--- config.mk ---
export PLATFORM = sky130hd
export DESIGN_NAME = pipeline_hazard_ctrl
export DESIGN_NICKNAME = d
export VERILOG_FILES = /design/src/rtl/pipeline_hazard_ctrl.sv
export SDC_FILE = /design/constraint.sdc
export NUM_CORES = 1
export LEC_CHECK = 0
export CAP_MARGIN = 5
export CORE_UTILIZATION = 40
export CTS_BUF_LIST = sky130_fd_sc_hd__clkbuf_2
export DETAILED_ROUTE_END_ITERATION = 10
export PLACE_DENSITY = 0.68
export SYNTH_ARGS = -nofsm -noshare
export SYNTH_HDL_FRONTEND = slang
export SYNTH_SLANG_ARGS = --single-unit
--- constraint.sdc ---
create_clock -name clk -period 2.7 [get_ports clk]
set_clock_uncertainty 0.15 [all_clocks]
set_input_delay 0.54 -clock clk [delete_from_list [all_inputs] [get_ports clk]]
set_output_delay 0.54 -clock clk [all_outputs]
set_load 0.03 [all_outputs]
--- src/rtl/pipeline_hazard_ctrl.sv ---
// Pipeline hazard sequencer: drives the four pipeline latch controls and the PC write enable,
// and keeps stall/flush counters plus a sticky data-memory timeout flag.
module pipeline_hazard_ctrl #(
  parameter int INIT_CYCLES = 2,
  parameter int MEM_TIMEOUT = 64,
  parameter int CNT_W       = 32
) (
  input  logic             clk,
  input  logic             rst,
  input  logic [4:0]       id_rs,
  input  logic [4:0]       id_rt,
  input  logic             id_uses_rt,
  input  logic             ex_mem_read,
  input  logic [4:0]       ex_rd,
  input  logic             branch_taken,
  input  logic             mem_busy,
  output logic [1:0]       ctrl_if_id,
  output logic [1:0]       ctrl_id_ex,
  output logic [1:0]       ctrl_ex_mem,
  output logic [1:0]       ctrl_mem_wb,
  output logic             pc_write,
  output logic [CNT_W-1:0] stall_count,
  output logic [CNT_W-1:0] flush_count,
  output logic             mem_timeout_err
);

  typedef enum logic [1:0] {ST_INIT, ST_RUN, ST_MEM_WAIT} state_t;

  localparam int INIT_W = (INIT_CYCLES > 1) ? $clog2(INIT_CYCLES) : 1;
  localparam int WAIT_W = (MEM_TIMEOUT > 0) ? $clog2(MEM_TIMEOUT + 1) : 1;

  localparam logic [1:0] CTL_XFER   = 2'b00;
  localparam logic [1:0] CTL_HOLD   = 2'b01;
  localparam logic [1:0] CTL_BUBBLE = 2'b10;
  localparam logic [1:0] CTL_CLEAR  = 2'b11;

  localparam logic [CNT_W-1:0]  CNT_MAX  = '1;
  localparam logic [WAIT_W-1:0] WAIT_MAX = WAIT_W'(MEM_TIMEOUT);
  localparam logic [INIT_W-1:0] INIT_END = INIT_W'(INIT_CYCLES - 1);

  state_t            state, next_state;
  logic [INIT_W-1:0] init_cnt;
  logic [WAIT_W-1:0] wait_cnt, wait_cnt_next;
  logic              pend_flush, pend_flush_next;
  logic              stall_inc, flush_inc, err_set;
  logic              in_init, init_done, load_use;

  // With INIT_CYCLES=0 the INIT state behaves exactly like RUN.
  assign in_init   = (state == ST_INIT) && (INIT_CYCLES != 0);
  assign init_done = (init_cnt == INIT_END);
  assign load_use  = ex_mem_read && (ex_rd != 5'd0) &&
                     ((ex_rd == id_rs) || (id_uses_rt && (ex_rd == id_rt)));

  always_comb begin
    ctrl_if_id      = CTL_XFER;
    ctrl_id_ex      = CTL_XFER;
    ctrl_ex_mem     = CTL_XFER;
    ctrl_mem_wb     = CTL_XFER;
    pc_write        = 1'b1;
    next_state      = state;
    pend_flush_next = pend_flush;
    wait_cnt_next   = wait_cnt;
    stall_inc       = 1'b0;
    flush_inc       = 1'b0;
    err_set         = 1'b0;

    if (rst || in_init) begin
      ctrl_if_id  = CTL_CLEAR;
      ctrl_id_ex  = CTL_CLEAR;
      ctrl_ex_mem = CTL_CLEAR;
      ctrl_mem_wb = CTL_CLEAR;
      pc_write    = 1'b0;
      if (!rst && init_done)
        next_state = ST_RUN;
    end else if (mem_busy) begin
      ctrl_if_id  = CTL_HOLD;
      ctrl_id_ex  = CTL_HOLD;
      ctrl_ex_mem = CTL_HOLD;
      ctrl_mem_wb = CTL_BUBBLE;
      pc_write    = 1'b0;
      next_state  = ST_MEM_WAIT;
      stall_inc   = 1'b1;
      // A branch resolved while frozen is remembered and applied once memory is ready.
      if (branch_taken)
        pend_flush_next = 1'b1;
      if (state != ST_MEM_WAIT)
        wait_cnt_next = WAIT_W'(1);
      else if (wait_cnt != WAIT_MAX)
        wait_cnt_next = wait_cnt + 1'b1;
      err_set = (wait_cnt_next == WAIT_MAX);
    end else begin
      next_state = ST_RUN;
      if (branch_taken || pend_flush) begin
        ctrl_if_id      = CTL_BUBBLE;
        ctrl_id_ex      = CTL_BUBBLE;
        flush_inc       = 1'b1;
        pend_flush_next = 1'b0;
      end else if (load_use) begin
        ctrl_if_id = CTL_HOLD;
        ctrl_id_ex = CTL_BUBBLE;
        pc_write   = 1'b0;
        stall_inc  = 1'b1;
      end
    end
  end

  always_ff @(posedge clk or posedge rst) begin
    if (rst) begin
      state           <= ST_INIT;
      init_cnt        <= '0;
      wait_cnt        <= '0;
      pend_flush      <= 1'b0;
      stall_count     <= '0;
      flush_count     <= '0;
      mem_timeout_err <= 1'b0;
    end else begin
      state      <= next_state;
      pend_flush <= pend_flush_next;
      wait_cnt   <= wait_cnt_next;
      if (in_init && !init_done)
        init_cnt <= init_cnt + 1'b1;
      if (stall_inc && (stall_count != CNT_MAX))
        stall_count <= stall_count + 1'b1;
      if (flush_inc && (flush_count != CNT_MAX))
        flush_count <= flush_count + 1'b1;
      if (err_set)
        mem_timeout_err <= 1'b1;
    end
  end

endmodule

# [Word level (Yosys, flattened, before mapping)]
# Cells that the tools add are included.
[classes] n_addsub=4 eq_ne=9 n_mux=35 bitwise_logic=1 reduce_logical=17
[op_table] operator="32-bit by 1-bit adder with 32-bit output (second input constant)" count=2
[op_table] operator="32-bit != test (second input constant)" count=2
[op_table] operator="7-bit 2-to-1 mux" count=4
[op_table] operator="2-bit 2-to-1 mux" count=13
[op_table] operator="1-bit 2-to-1 mux" count=18
[op_table] operator="5-bit equality test" count=2
[op_table] operator="7-bit by 1-bit adder with 7-bit output (second input constant)" count=1
[op_table] operator="7-bit equality test (second input constant)" count=1
[op_table] operator="1-bit logical AND" count=7
[op_table] operator="7-bit != test (second input constant)" count=1
[op_table] operator="5-bit nonzero test" count=1
[op_table] operator="2-bit != test (second input constant)" count=2
[op_table] operator="1-bit logical OR" count=3
[op_table] operator="3-bit AND reduction" count=1
[op_table] operator="1-bit zero test" count=2
[op_table] operator="2-bit zero test" count=1
[op_table] operator="2-bit by 1-bit != test with 1-bit output (second input constant)" count=1
[op_table] operator="2-bit AND reduction" count=1
[op_table] operator="2-bit nonzero test" count=1
[op_table] operator="1-bit adder (second input constant)" count=1
[op_table] operator="1-bit inverter" count=1
[word_totals] register_bits=76 input_bits=21 out_inout_bits=74 word_cells=73

# [Logic depth before layout (Yosys ltp)]
[depth] word_depth=9 ltp_mapped=8 depth_no_buf=7

# [Worst setup path before layout]
# No wires, ideal clock.
[synth_path] path_type="input port to flip-flop" start="input rst" end="register state[0]" setup_ps=90 t_arrival_ps=2627 required_time_ps=2460 path_slack_ps=-167 path_stages=3 path_buffers=0 path_cell_list="inv_1 > o21ai_0 > a22oi_1"
[synth_via] elab_chain_len=3 elab_cells_between_ends=5 classes_between="eq/ne: 1; mux: 1; reduce/logical: 3"
[synth_lines] element="start: declaration" line="9" source="input logic rst,"
[synth_lines] element="1-bit zero test (no source line)"
[synth_lines] element="1-bit logical AND" line="73" source="if (!rst && init_done)"
[synth_lines] element="2-bit by 1-bit != test with 1-bit output (no source line)"
[synth_lines] element="end signal: assignment" line="117" source="state <= next_state;"
[synth_lines] element="end: declaration" line="41" source="state_t state, next_state;"
# Several ways; a longest one is shown, not always the timed one.
# A chain may end at the register's enable or synchronous reset.

# [Worst setup path after layout]
[layout_path] start="input ex_rd[3]" end="output ctrl_if_id[0]"
[layout_via] elab_chain_len=8 elab_cells_between_ends=11 classes_between="eq/ne: 2; mux: 4; reduce/logical: 5"
[layout_lines] element="start: declaration" line="14" source="input logic [4:0] ex_rd,"
[layout_lines] element="5-bit equality test" line="52" source="((ex_rd == id_rs) || (id_uses_rt && (ex_rd == id_rt)));"
[layout_lines] element="1-bit logical AND" line="52"
[layout_lines] element="1-bit logical OR" line="52"
[layout_lines] element="1-bit logical AND (*)" line="51" source="assign load_use = ex_mem_read && (ex_rd != 5'd0) &&"
[layout_lines] element="1-bit 2-to-1 mux (*)" line="98" source="end else if (load_use) begin"
[layout_lines] element="2-bit 2-to-1 mux (*)" line="93" source="if (branch_taken || pend_flush) begin"
[layout_lines] element="2-bit 2-to-1 mux (*)" line="75" source="end else if (mem_busy) begin"
[layout_lines] element="2-bit 2-to-1 mux (*)" line="67" source="if (rst || in_init) begin"
[layout_lines] element="end: declaration" line="17" source="output logic [1:0] ctrl_if_id,"
# Every way passes the cells marked *; elsewhere a longest branch is shown, timed or not.

==> key figures <==
GRT
  – Tot GR Track Use: 0.177
  – Pin count of the biggest net entering global routing: 61
  – First-pass GRT wire length: 15.6 mm
  – Grt total ovfl: 0
  – Initial antenna violation count: 0
  – Number of global-route vias before repair: 3245

Floorplanning
  – Placement Rows: 37
  – IO Pins: 95
  – Die W: 105 µm
  – DIE HEIGHT: 105 µm
  – Die ar.: between 10000 and 15000 µm²
  – Starting density of the core: 0.411
  – Core area: 10300 µm²

Placement
  – Placement Cell Area: 5460 µm²
  – PortBufs: 94
  – Dpl cells: around 630
  – HPWL after detailed placement: 6.97 mm
  – Final Wtd Congestion: a little over 0.8

Synthesis
  – Ys flop type: dfrtp_1
  – Syn Inst Count: 388
  – Sequential area share after synthesis: 0.448
  – Post-synth EDFFs: 0
  – Top cells by area, synth: dfrtp_1 45%, xor2_1 9.3%, xnor2_1 5.4%
  – Post-Syn Area per Cell: between 10 and 15 µm²
  – Synth Register Bits: 76
  – Syn. warnings: 0
  – Post-synth ARST share: 1.00
  – Most area-hungry cell type in the Yosys netlist: dfrtp_1
  – Top cell type's share of synthesized area: 0.448
  – Synth Cell Area: 4250 µm²
  – Synth cell types: 58
  – Synth Net Count: 413

Worst setup path
  – CP Launch Type: input pin
  – Worst-path maximum fanout: 3
  – Worst Path Required: between 2 and 2.5 ns
  – CP max stage delay: 0.50 ns
  – Slowest-stage cell, CP: or4_4
  – Crit-path cells: dlygate4sd2_1 > or4_4 > o21ai_4 > o21bai_4 > nor3_2 > nand2b_4 > buf_6
  – Worst EP arrival: a little under 2 ns
  – Setup crit end kind: output pin
  – Crit path kind: in -> out

Route
  – Pre-antenna DRT Iters: 4
  – Vias per cell: between 5 and 6
  – Avg WL per Cell: around 14 µm
  – DRT Wirelength: 9.25 mm
  – # DRC: 0
  – Initial DRC count: 93
  – Antenna-violating nets left: 0
  – Via count: 3350

Pwr
  – Total Power: 2700 µW
  – Pwr dens: 480 nW/µm²
  – Peak supply drop: 0.000430 V
  – Pleak: 0.00252 µW

Status
  – Status: finished clean

STA
  – Slew HR: 0.700
  – Fmax: 376 MHz
  – Hold_ws: 0.349 ns
  – Setup Viol. Count Final: 0
  – Crit share post-route: 0.985
  – Slew Viols, Final: 0
  – Fin Setup TNS: 0 ns
  – Final min period: about 2.7 ns
  – Final Hold Violating Endpoints: 0
  – Worst-margin pin slew: about 0.45 ns

CTS
  – Clk buf depth: 2
  – CTS tree: yes
  – CTS sink cnt: 76
  – Clk pin slew, worst setup/hold paths: 0.18 ns
  – CTS root buffer: clkbuf_2
  – Worst-Skew Late Latency: 0.50 ns
  – CTS buffer count: 9
  – Htree depth: 3

Final layout
  – # fillers: 900
  – NumNets Final: between 500 and 600
  – Multi-input logic area: 2310 µm²
  – Area delta synth->final: 32.4%
  – Layout Cell Area excl Fill: ~5600 µm²
  – Non-Filler Instances: around 640
  – Storage cell area: 1900 µm²
  – N_diodes: 0
  – Share of cells above drive strength 1: 0.215

Flow run
  – Max-cap violations: 0

Worst hold path
  – Min-Delay Path Class: reg -> reg
-- registers in the layout, indices dropped and copies added (netlist names) --
signal and cells:
pend_flush 1, wait_cnt 7, flush_count 32, init_cnt 1, stall_count 32, state 2
mem_timeout_err 1
-- final timing paths --
kind / slack (ns) / startpoint / cells after the start / end
max: 0.04 / ex_rd[3] / 7 / ctrl_if_id[0]
min: 0.35 / init_cnt$_DFFE_PP0P_ / 1 / init_cnt$_DFFE_PP0P_
max reg2reg: 0.33 / stall_count[0]$_DFFE_PP0P_ / 8 / stall_count[21]$_DFFE_PP0P_
min reg2reg: 0.35 / init_cnt$_DFFE_PP0P_ / 1 / init_cnt$_DFFE_PP0P_
max in group asynchronous: 1.67 / rst / 4 / flush_count[13]$_DFFE_PP0P_
min in group asynchronous: 0.42 / rst / 4 / state[0]$_DFFE_PP0P_
-- logic make-up after synthesis --
logic type | Yosys count | share of synthesized area
AND/OR/NAND/NOR | 179 | 0.301
flip-flops | 76 | 0.448
XOR/XNOR | 71 | 0.146
AO/OA/AOI/OAI | 33 | 0.0580
buffers and inverters | 22 | 0.0271
adder cells (fa/ha/maj) | 4 | 0.0118
multiplexers | 3 | 0.00766
-- through the flow --
stage	util	setup slack [ns]
after floorplan	-	0.209
after global placement	0.529	-0.323
after detailed placement	0.529	-0.350
after CTS	0.545	0.000887
after global routing	0.545	-0.000000444
final	0.545	0.0399
-- repair_timing --
| item | 4_1_cts | 5_1_grt |
|---|---|---|
| gates resized for setup | 26 | 4 |
| hold buffers | 0 | 0 |
| gates cloned | 0 | 0 |
| endpoints found under the setup margin | 3 | 2 |
| pin swaps | 11 | 4 |
| setup buffers | 1 | 0 |
-- synthesized netlist by cell type, types with 2 or more instances --
master    number
a21oi_1        3
and2_1         4
and3_1         4
and4_1         5
and4_4         4
buf_2          2
buf_4          6
dfrtp_1       76
ha_1           4
inv_1         12
nand2_1       33
nand2_2        2
nand2b_1       2
nand3_1       20
nand3_2        2
nand4_1       14
nand4_2        2
nand4_4        4
nor2_1        17
nor2_2         4
nor3_1        24
nor3_2         3
nor3_4         2
nor4_1         2
nor4_2        16
nor4b_2        3
o21ai_0       12
o21ai_1        2
o21bai_1       3
o31ai_1        4
xnor2_1       26
xor2_1        45
-- layout make-up --
cell class | count | share of cell area
Multi-Input combinational cell | 290 | 0.410
Sequential cell | 76 | 0.338
Timing Repair Buffer | 113 | 0.192
Tap cell | 136 | 0.0303
Clock inverter | 7 | 0.0118
Inverter | 13 | 0.00935
Clock buffer | 9 | 0.00801
-- cells in the final DEF (no fill, tap or decap), drive strengths merged, types with 2 or more instances in the layout --
master and n:
dfrtp 76, clkdlybuf4s50 73, xor2 45, nand2 35, buf 29, nor3 29
xnor2 26, nand3 23, nor2 22, nand4 20, nor4 19, o21ai 14
inv 13, clkbuf 10, dlygate4sd2 9, and4 9, and3 5, and2 4
ha 4, a21oi 4, o31ai 4, nor4b 4, clkinvlp 3, o21bai 3
nand2b 3, clkinv 3, mux2 2
-- worst max-delay path: cells and delay by family --
| family | cells | cell delay [ns] |
|---|---|---|
| buffers and inverters | 2 | 0.39 |
| and+or+nand+nor | 3 | 0.70 |
| AOI/OAI and AO/OA | 2 | 0.33 |
-- power by group --
part	internal (µW)	switching (µW)
Sequential	1230	136
Combinational	310	411
Clock	209	406
-- per-layer routing --
metal | vias up | track usage | wire (µm)
met5 | - | 0 | 0
met2 | 83 | 0.281 | 4400
met3 | 14 | 0.0318 | 371
li1 | 1616 | - | -
met1 | 1637 | 0.242 | 4320
met4 | 0 | 0.0654 | 159
No activity file was read; power rests on OpenSTA's default activity.
